--- src/rtl/multicycle_main_cu.sv ---
// Multicycle MIPS main control unit.
// A Moore sequencer that walks each instruction through IF/ID/EX/MEM/WB and drives the
// datapath enables plus the ALU-control request lines. The only Mealy output is the
// jr redirect in EX_R, which uses the ALU controller's jr flag in the same cycle.
module multicycle_main_cu (
   input  logic       clk,
   input  logic       rst,
   input  logic [5:0] opcode,
   input  logic       zero,
   input  logic       jr,
   output logic       pcWrite,
   output logic       pcWriteCond,
   output logic       irWrite,
   output logic       memRead,
   output logic       memWrite,
   output logic       regWrite,
   output logic       IorD,
   output logic       aluSrcA,
   output logic [1:0] aluSrcB,
   output logic [1:0] pcSrc,
   output logic [1:0] regDst,
   output logic [1:0] memToReg,
   output logic       aluAdd,
   output logic       aluSub,
   output logic       aluAnd,
   output logic       aluOp,
   output logic       illegal,
   output logic [3:0] state
);

   localparam logic [5:0] OpR    = 6'b000000;
   localparam logic [5:0] OpLw   = 6'b100011;
   localparam logic [5:0] OpSw   = 6'b101011;
   localparam logic [5:0] OpBeq  = 6'b000100;
   localparam logic [5:0] OpAddi = 6'b001000;
   localparam logic [5:0] OpAndi = 6'b001100;
   localparam logic [5:0] OpJ    = 6'b000010;
   localparam logic [5:0] OpJal  = 6'b000011;

   localparam logic [3:0] StIf      = 4'd0;
   localparam logic [3:0] StId      = 4'd1;
   localparam logic [3:0] StMemAddr = 4'd2;
   localparam logic [3:0] StMemRd   = 4'd3;
   localparam logic [3:0] StWbLw    = 4'd4;
   localparam logic [3:0] StMemWr   = 4'd5;
   localparam logic [3:0] StExR     = 4'd6;
   localparam logic [3:0] StWbR     = 4'd7;
   localparam logic [3:0] StExBeq   = 4'd8;
   localparam logic [3:0] StExAddi  = 4'd9;
   localparam logic [3:0] StExAndi  = 4'd10;
   localparam logic [3:0] StWbI     = 4'd11;
   localparam logic [3:0] StJump    = 4'd12;
   localparam logic [3:0] StJal     = 4'd13;

   logic [3:0] state_q, state_d;

   // Branch-taken gating on zero lives in the datapath, so the flag is not used here.
   logic unused_zero;
   assign unused_zero = zero;

   assign state = state_q;

   // Next-state selection; unreachable codes fall back to IF.
   always_comb begin
      state_d = StIf;
      case (state_q)
         StIf: state_d = StId;
         StId: begin
            case (opcode)
               OpLw, OpSw: state_d = StMemAddr;
               OpR:        state_d = StExR;
               OpBeq:      state_d = StExBeq;
               OpAddi:     state_d = StExAddi;
               OpAndi:     state_d = StExAndi;
               OpJ:        state_d = StJump;
               OpJal:      state_d = StJal;
               default:    state_d = StIf;
            endcase
         end
         StMemAddr: state_d = (opcode == OpSw) ? StMemWr : StMemRd;
         StMemRd:   state_d = StWbLw;
         StExR:     state_d = jr ? StIf : StWbR;
         StExAddi,
         StExAndi:  state_d = StWbI;
         default:   state_d = StIf;
      endcase
   end

   // State register with asynchronous abort back to IF.
   always_ff @(posedge clk or posedge rst) begin
      if (rst) begin
         state_q <= StIf;
      end else begin
         state_q <= state_d;
      end
   end

   // Output decode; everything is forced low while reset is held.
   always_comb begin
      pcWrite     = 1'b0;
      pcWriteCond = 1'b0;
      irWrite     = 1'b0;
      memRead     = 1'b0;
      memWrite    = 1'b0;
      regWrite    = 1'b0;
      IorD        = 1'b0;
      aluSrcA     = 1'b0;
      aluSrcB     = 2'b00;
      pcSrc       = 2'b00;
      regDst      = 2'b00;
      memToReg    = 2'b00;
      aluAdd      = 1'b0;
      aluSub      = 1'b0;
      aluAnd      = 1'b0;
      aluOp       = 1'b0;
      illegal     = 1'b0;
      if (!rst) begin
         case (state_q)
            StIf: begin
               memRead = 1'b1;
               irWrite = 1'b1;
               aluSrcB = 2'b01;
               aluAdd  = 1'b1;
               pcWrite = 1'b1;
            end
            StId: begin
               // Branch target is precomputed into ALUOut here.
               aluSrcB = 2'b11;
               aluAdd  = 1'b1;
               case (opcode)
                  OpR, OpLw, OpSw, OpBeq, OpAddi, OpAndi, OpJ, OpJal: illegal = 1'b0;
                  default: illegal = 1'b1;
               endcase
            end
            StMemAddr: begin
               aluSrcA = 1'b1;
               aluSrcB = 2'b10;
               aluAdd  = 1'b1;
            end
            StMemRd: begin
               memRead = 1'b1;
               IorD    = 1'b1;
            end
            StWbLw: begin
               regWrite = 1'b1;
               memToReg = 2'b01;
            end
            StMemWr: begin
               memWrite = 1'b1;
               IorD     = 1'b1;
            end
            StExR: begin
               aluSrcA = 1'b1;
               aluOp   = 1'b1;
               if (jr) begin
                  pcWrite = 1'b1;
                  pcSrc   = 2'b11;
               end
            end
            StWbR: begin
               regWrite = 1'b1;
               regDst   = 2'b01;
            end
            StExBeq: begin
               aluSrcA     = 1'b1;
               aluSub      = 1'b1;
               pcWriteCond = 1'b1;
               pcSrc       = 2'b01;
            end
            StExAddi: begin
               aluSrcA = 1'b1;
               aluSrcB = 2'b10;
               aluAdd  = 1'b1;
            end
            StExAndi: begin
               aluSrcA = 1'b1;
               aluSrcB = 2'b10;
               aluAnd  = 1'b1;
            end
            StWbI: begin
               regWrite = 1'b1;
            end
            StJump: begin
               pcWrite = 1'b1;
               pcSrc   = 2'b10;
            end
            StJal: begin
               pcWrite  = 1'b1;
               pcSrc    = 2'b10;
               regWrite = 1'b1;
               regDst   = 2'b10;
               memToReg = 2'b10;
            end
            default: ;
         endcase
      end
   end

endmodule

--- config.mk ---
export PLATFORM = sky130hd
export DESIGN_NAME = multicycle_main_cu
export DESIGN_NICKNAME = d
export VERILOG_FILES = /design/src/rtl/multicycle_main_cu.sv
export SDC_FILE = /design/constraint.sdc
export NUM_CORES = 1
export LEC_CHECK = 0
export ABC_AREA = 1
export ABC_CLOCK_PERIOD_IN_PS = 1000
export BUFFER_PORTS_ARGS = -buffer_cell sky130_fd_sc_hd__clkbuf_2
export CORE_UTILIZATION = 37
export CTS_CLUSTER_DIAMETER = 150
export DETAILED_ROUTE_END_ITERATION = 10
export PLACE_DENSITY = 0.74
export SETUP_SLACK_MARGIN = 0.02
export SYNTH_ARGS = -nofsm -noshare
export SYNTH_HDL_FRONTEND = slang
export SYNTH_SLANG_ARGS = --single-unit
--- constraint.sdc ---
create_clock -name clk -period 1 [get_ports clk]
set_input_delay 0.15 -clock clk [delete_from_list [all_inputs] [get_ports clk]]
set_output_delay 0.15 -clock clk [all_outputs]
set_load 0.01 [all_outputs]
# Word level (Yosys, flattened, before mapping)

Cells that the tools add are included.

Bits in registers: 4
Input bits: 10
Output and inout port bits: 25
Word-level logic and storage cells: 73

Equality and inequality tests: 20
Mux-type cells: 39
Reductions and logical operators: 13

Operator list:

| operator             | count |
|---|---|
| $pmux W4 S7          | 1 |
| $mux W1              | 25 |
| $eq A4 B4 Y1 const B | 6 |
| $pmux W4 S6          | 1 |
| $eq A4 B3 Y1 const B | 4 |
| $eq A6 B2 Y1 const B | 2 |
| $eq A6 B4 Y1 const B | 2 |
| $eq A6 B6 Y1 const B | 2 |
| $pmux W2 S3          | 2 |
| $mux W2              | 5 |
| $reduce_or A2 Y1     | 5 |
| $eq A4 B2 Y1 const B | 2 |
| $pmux W2 S2          | 2 |
| $reduce_or A4 Y1     | 2 |
| $reduce_or A8 Y1     | 1 |
| $eq A6 B3 Y1 const B | 1 |
| $logic_not A6 Y1     | 1 |
| $mux W3              | 2 |
| $reduce_or A3 Y1     | 2 |
| $reduce_or A5 Y1     | 1 |
| $eq A4 B1 Y1 const B | 1 |
| $logic_not A4 Y1     | 1 |
| $pmux W1 S2          | 1 |

# Longest topological paths before layout

Depth in word-level cells: 5
Mapped depth: 7
Depth with buffers taken out: 7

# Least setup slack after synthesis

OpenSTA, ideal clock, no wires.

Path type: flip-flop to output port
Start: reg state_q[2], in the netlist state[2]
End: out illegal
Arrival time: 1.196 ns
Required time: 0.850 ns
Slack: -0.346 ns
Cell stages (with the launch flop): 6
Buffers on the path: 0
Cell sequence: dfrtp_1 -> nor2_2 -> inv_2 -> nor2_8 -> nand2_2 -> nor3_1

Cells in the longest elaborated chain, start to end: 3

Ends and longest elaborated chain:

| item                     | line | source |
|---|---|---|
| start: declaration       | 55   | `logic [3:0] state_q, state_d;` |
| start signal: assignment | 92   | `state_q <= StIf;` |
| start signal: assignment | 94   | `state_q <= state_d;` |
| $eq A4 B1 Y1             | 118  | `case (state_q)` |
| $mux W1                  | 118  |  |
| $mux W1                  | 117  | `if (!rst) begin` |
| end: declaration         | 27   | `output logic illegal,` |

No other way between the ends.

# Final worst setup path

Start: reg state_q[3], in the netlist state[3]
End: out regWrite

Cells in the longest elaborated chain, start to end: 4
Elaborated cells on any way between the ends: 7
Those cells by class: eq/ne: 4; mux: 2; reduce/logical: 1

Ends and longest elaborated chain:

| item                                         | line | source |
|---|---|---|
| $eq A4 B4 Y1 or $eq A4 B3 Y1 (tied branches) | 118  |  |
| $reduce_or A4 Y1 (no source line) (*)        | -    |  |
| $mux W1 (*)                                  | 118  |  |
| $mux W1 (*)                                  | 117  |  |
| end: declaration                             | 16   | `output logic regWrite,` |

Mark *: on every way between the ends. The rest lies on a longest branch, timed or not.

==> impl_metrics.json <==
{
  "io_buffers": 33,
  "drc_errors": 0,
  "violations": "negative setup slack",
  "worstSetupEndpointType": "output pin",
  "arrival_ns": 1.41,
  "swShare": 0.499,
  "setup.worst_path.start_class": "flip-flop",
  "synth_top_area_share": 0.213,
  "io_pins": 35,
  "rsz0062_at_grt": "yes",
  "power.total_mw": 3.04,
  "crit_fanout": 5,
  "synth_nets": 112,
  "cts-buffers-inserted": 3,
  "layout_common_cells": "buf_4 (20), nand2_1 (19), clkbuf_2 (16), buf_2 (14)",
  "fin_util": 0.855,
  "num_rows": 13,
  "cellLeakagePower_nw": 0.611,
  "cpMaxStageDelayCell": "dfrtp_2",
  "multi_input_area_um2": 529,
  "place_congestion": 0.838,
  "worst_slew_pin_slew_ns": 0.511,
  "clockBufferDepth": 2,
  "tritoncts": "built",
  "grt_max_degree": 11,
  "overflow": 0,
  "outcome": "finished, violations left",
  "clock_latency_ns": 0.24,
  "max_cap_viol_count": 0,
  "fp.dieH_um": 40.4,
  "nets": 173,
  "slew_violations": 0,
  "period_minus_slack_ns": 1.56,
  "fmax_mhz": 642,
  "synth_largest_area_cell": "nand2_1",
  "drt_pass1_iterations": 4,
  "vias": 931,
  "peakVddDrop_mv": 1.76,
  "fin_worst_skew_ns": 0.00257,
  "grt_pass1_wl_mm": 2.93,
  "netSwitchingPower_mw": 1.52,
  "setup_ws_ns": -0.558,
  "antenna_found_initial": 0,
  "vias_per_cell": 5.29,
  "worstSetupPathType": "reg2out",
  "max_stage_delay_ns": 0.45,
  "die_x_um": 40.4,
  "wirelength_mm": 2.41,
  "cp_data_required_time_ns": 0.85,
  "final_layout_size_suffix_gt1_frac": 0.677,
  "layout.area.seq_um2": 105,
  "syn_area_per_cell_um2": 5.36,
  "cpLargestDelayFamily": "flip-flops",
  "cellPowerDensity_nw_per_um2": 2660,
  "yosys_warnings": 0,
  "die-area_um2": 1640,
  "p_clk_frac": 0.070,
  "path_buf_inv": 3,
  "drt_iter0_markers": 40,
  "cpMostUsedCell": "inv_2",
  "setup_viol": 28,
  "cts_sinks": 4,
  "hold_violations": 0,
  "avgRoutedWirePerCell_um": 13.7,
  "n_antenna_cell": 0,
  "hold_path_class": "in2async",
  "power_frac_comb": 0.789,
  "hpwl_mm": 1.46,
  "initial_utilization": 0.410,
  "grt_pass1_vias": 719,
  "ctsHoldBuffers": 0,
  "antenna_left": 0,
  "core-area_um2": 1330,
  "synthTopCellsByArea": "nand2_1 (21%), dfrtp_1 (18%), nor2_1 (13%), inv_1 (7.6%), nand3_1 (5.5%)",
  "syn_inst": 102,
  "max_slew_margin": 0.655,
  "power_frac_seq": 0.142,
  "hold_ws_ns": 0.145,
  "cts.clk_slew.worst_paths_ns": 0.04,
  "cts_root_buf": "clkbuf_4",
  "area_growth_pct": 108,
  "seq_area_frac_synth": 0.183,
  "synth_cell_types": 20,
  "h-tree-depth": 1,
  "cp_cell_sequence": "inv_2 -> nand2_2 -> inv_2 -> o21ai_0 -> a31oi_1 -> buf_2",
  "grt_usage": 0.273,
  "internal_power_mw": 1.52,
  "synth_area_um2": 547,
  "layout_commonest_cell": "buf_4",
  "fillers": 71,
  "largest_register_ffs": 4,
  "synth-seq-cells": 4,
  "period_share": 1.56
}
-- worst paths after layout --
check | to | cells after the start | startpoint | slack [ns]
setup / recovery | regWrite | 6 | state[3] | -0.56
hold / removal | state[1] | 3 | rst | 0.14
setup reg to reg | state[3] | 7 | state[1] | -0.28
hold reg to reg | state[0] | 4 | state[0] | 0.79
max in group asynchronous | state[0] | 3 | rst | 0.76
min in group clk | state[0] | 5 | opcode[0] | 0.31
-- per-layer routing --
| metal | global-route usage | up-vias | share of wire |
|---|---|---|---|
| met5 | 0 | - | 0 |
| li1 | - | 443 | - |
| met1 | 0.291 | 446 | 0.40 |
| met2 | 0.520 | 38 | 0.55 |
| met3 | 0.0667 | 4 | 0.044 |
| met4 | 0.0750 | 0 | 0.0058 |
-- metrics by stage --
stage                     TNS [ns]  instance area, µm²  setup WS [ns]  cells
after CTS                   -10.89                1090         -0.517    175
after global placement       -4.69                 940         -0.275    165
after global routing        -13.44                1140         -0.635    176
final                       -11.87                1140         -0.558    176
after floorplan              -2.56                 639         -0.178    102
after detailed placement     -4.94                 940         -0.325    165
-- power groups by stage --
| stage | logic (mW) | registers [mW] | clock network, mW |
|---|---|---|---|
| after floorplan | 0.992 | 0.396 | 0 |
| after global placement | 1.68 | 0.366 | 0 |
| after detailed placement | 1.70 | 0.374 | 0 |
| after CTS | 2.11 | 0.401 | 0.223 |
| after global routing | 2.56 | 0.439 | 0.234 |
| final | 2.40 | 0.430 | 0.211 |
-- synthesized netlist by cell type --
| master | n |
|---|---|
| nor2_2 | 2 |
| nand2_2 | 1 |
| nand3b_1 | 1 |
| nor2_1 | 19 |
| a21oi_1 | 5 |
| o2bb2ai_1 | 1 |
| dfrtp_1 | 4 |
| a31oi_1 | 2 |
| nand3_1 | 6 |
| o21ai_0 | 4 |
| nor3_1 | 4 |
| or2_2 | 1 |
| inv_1 | 11 |
| nor2_8 | 1 |
| nor4_1 | 2 |
| nand2_1 | 31 |
| buf_4 | 2 |
| o22ai_1 | 1 |
| inv_2 | 3 |
| clkbuf_1 | 1 |
-- area by class of cell --
cell class,count,area share
multi-input combinational,81,0.464
sequential,4,0.0922
timing repair buffer,59,0.352
inverter,14,0.0549
clock buffer,3,0.0198
tap,15,0.0165
-- cell families (layout without fill, tap and decap cells) --
group                  count (synthesis)  count (layout)  share of synthesized area
AO/OA/AOI/OAI                         13              13                      0.133
AND/OR/NAND/NOR                       68              68                      0.554
buffers and inverters                 17              76                      0.130
flip-flops                             4               4                      0.183
-- what timing repair did --
item,in CTS,in global routing
setup endpoints to repair,28,29
resized for setup,19,31
pin swaps,11,4
setup buffers,7,2
-- worst register-to-register path, cell delays in order, from the launching register on --
cell and delay, ns:
dfrtp_2 0.49, nor2_4 0.19, inv_4 0.07, nor2_8 0.11, buf_4 0.11, buf_6 0.10, nand2_1 0.06, nand2_1 0.10
Power figures use the tool's default switching activity.
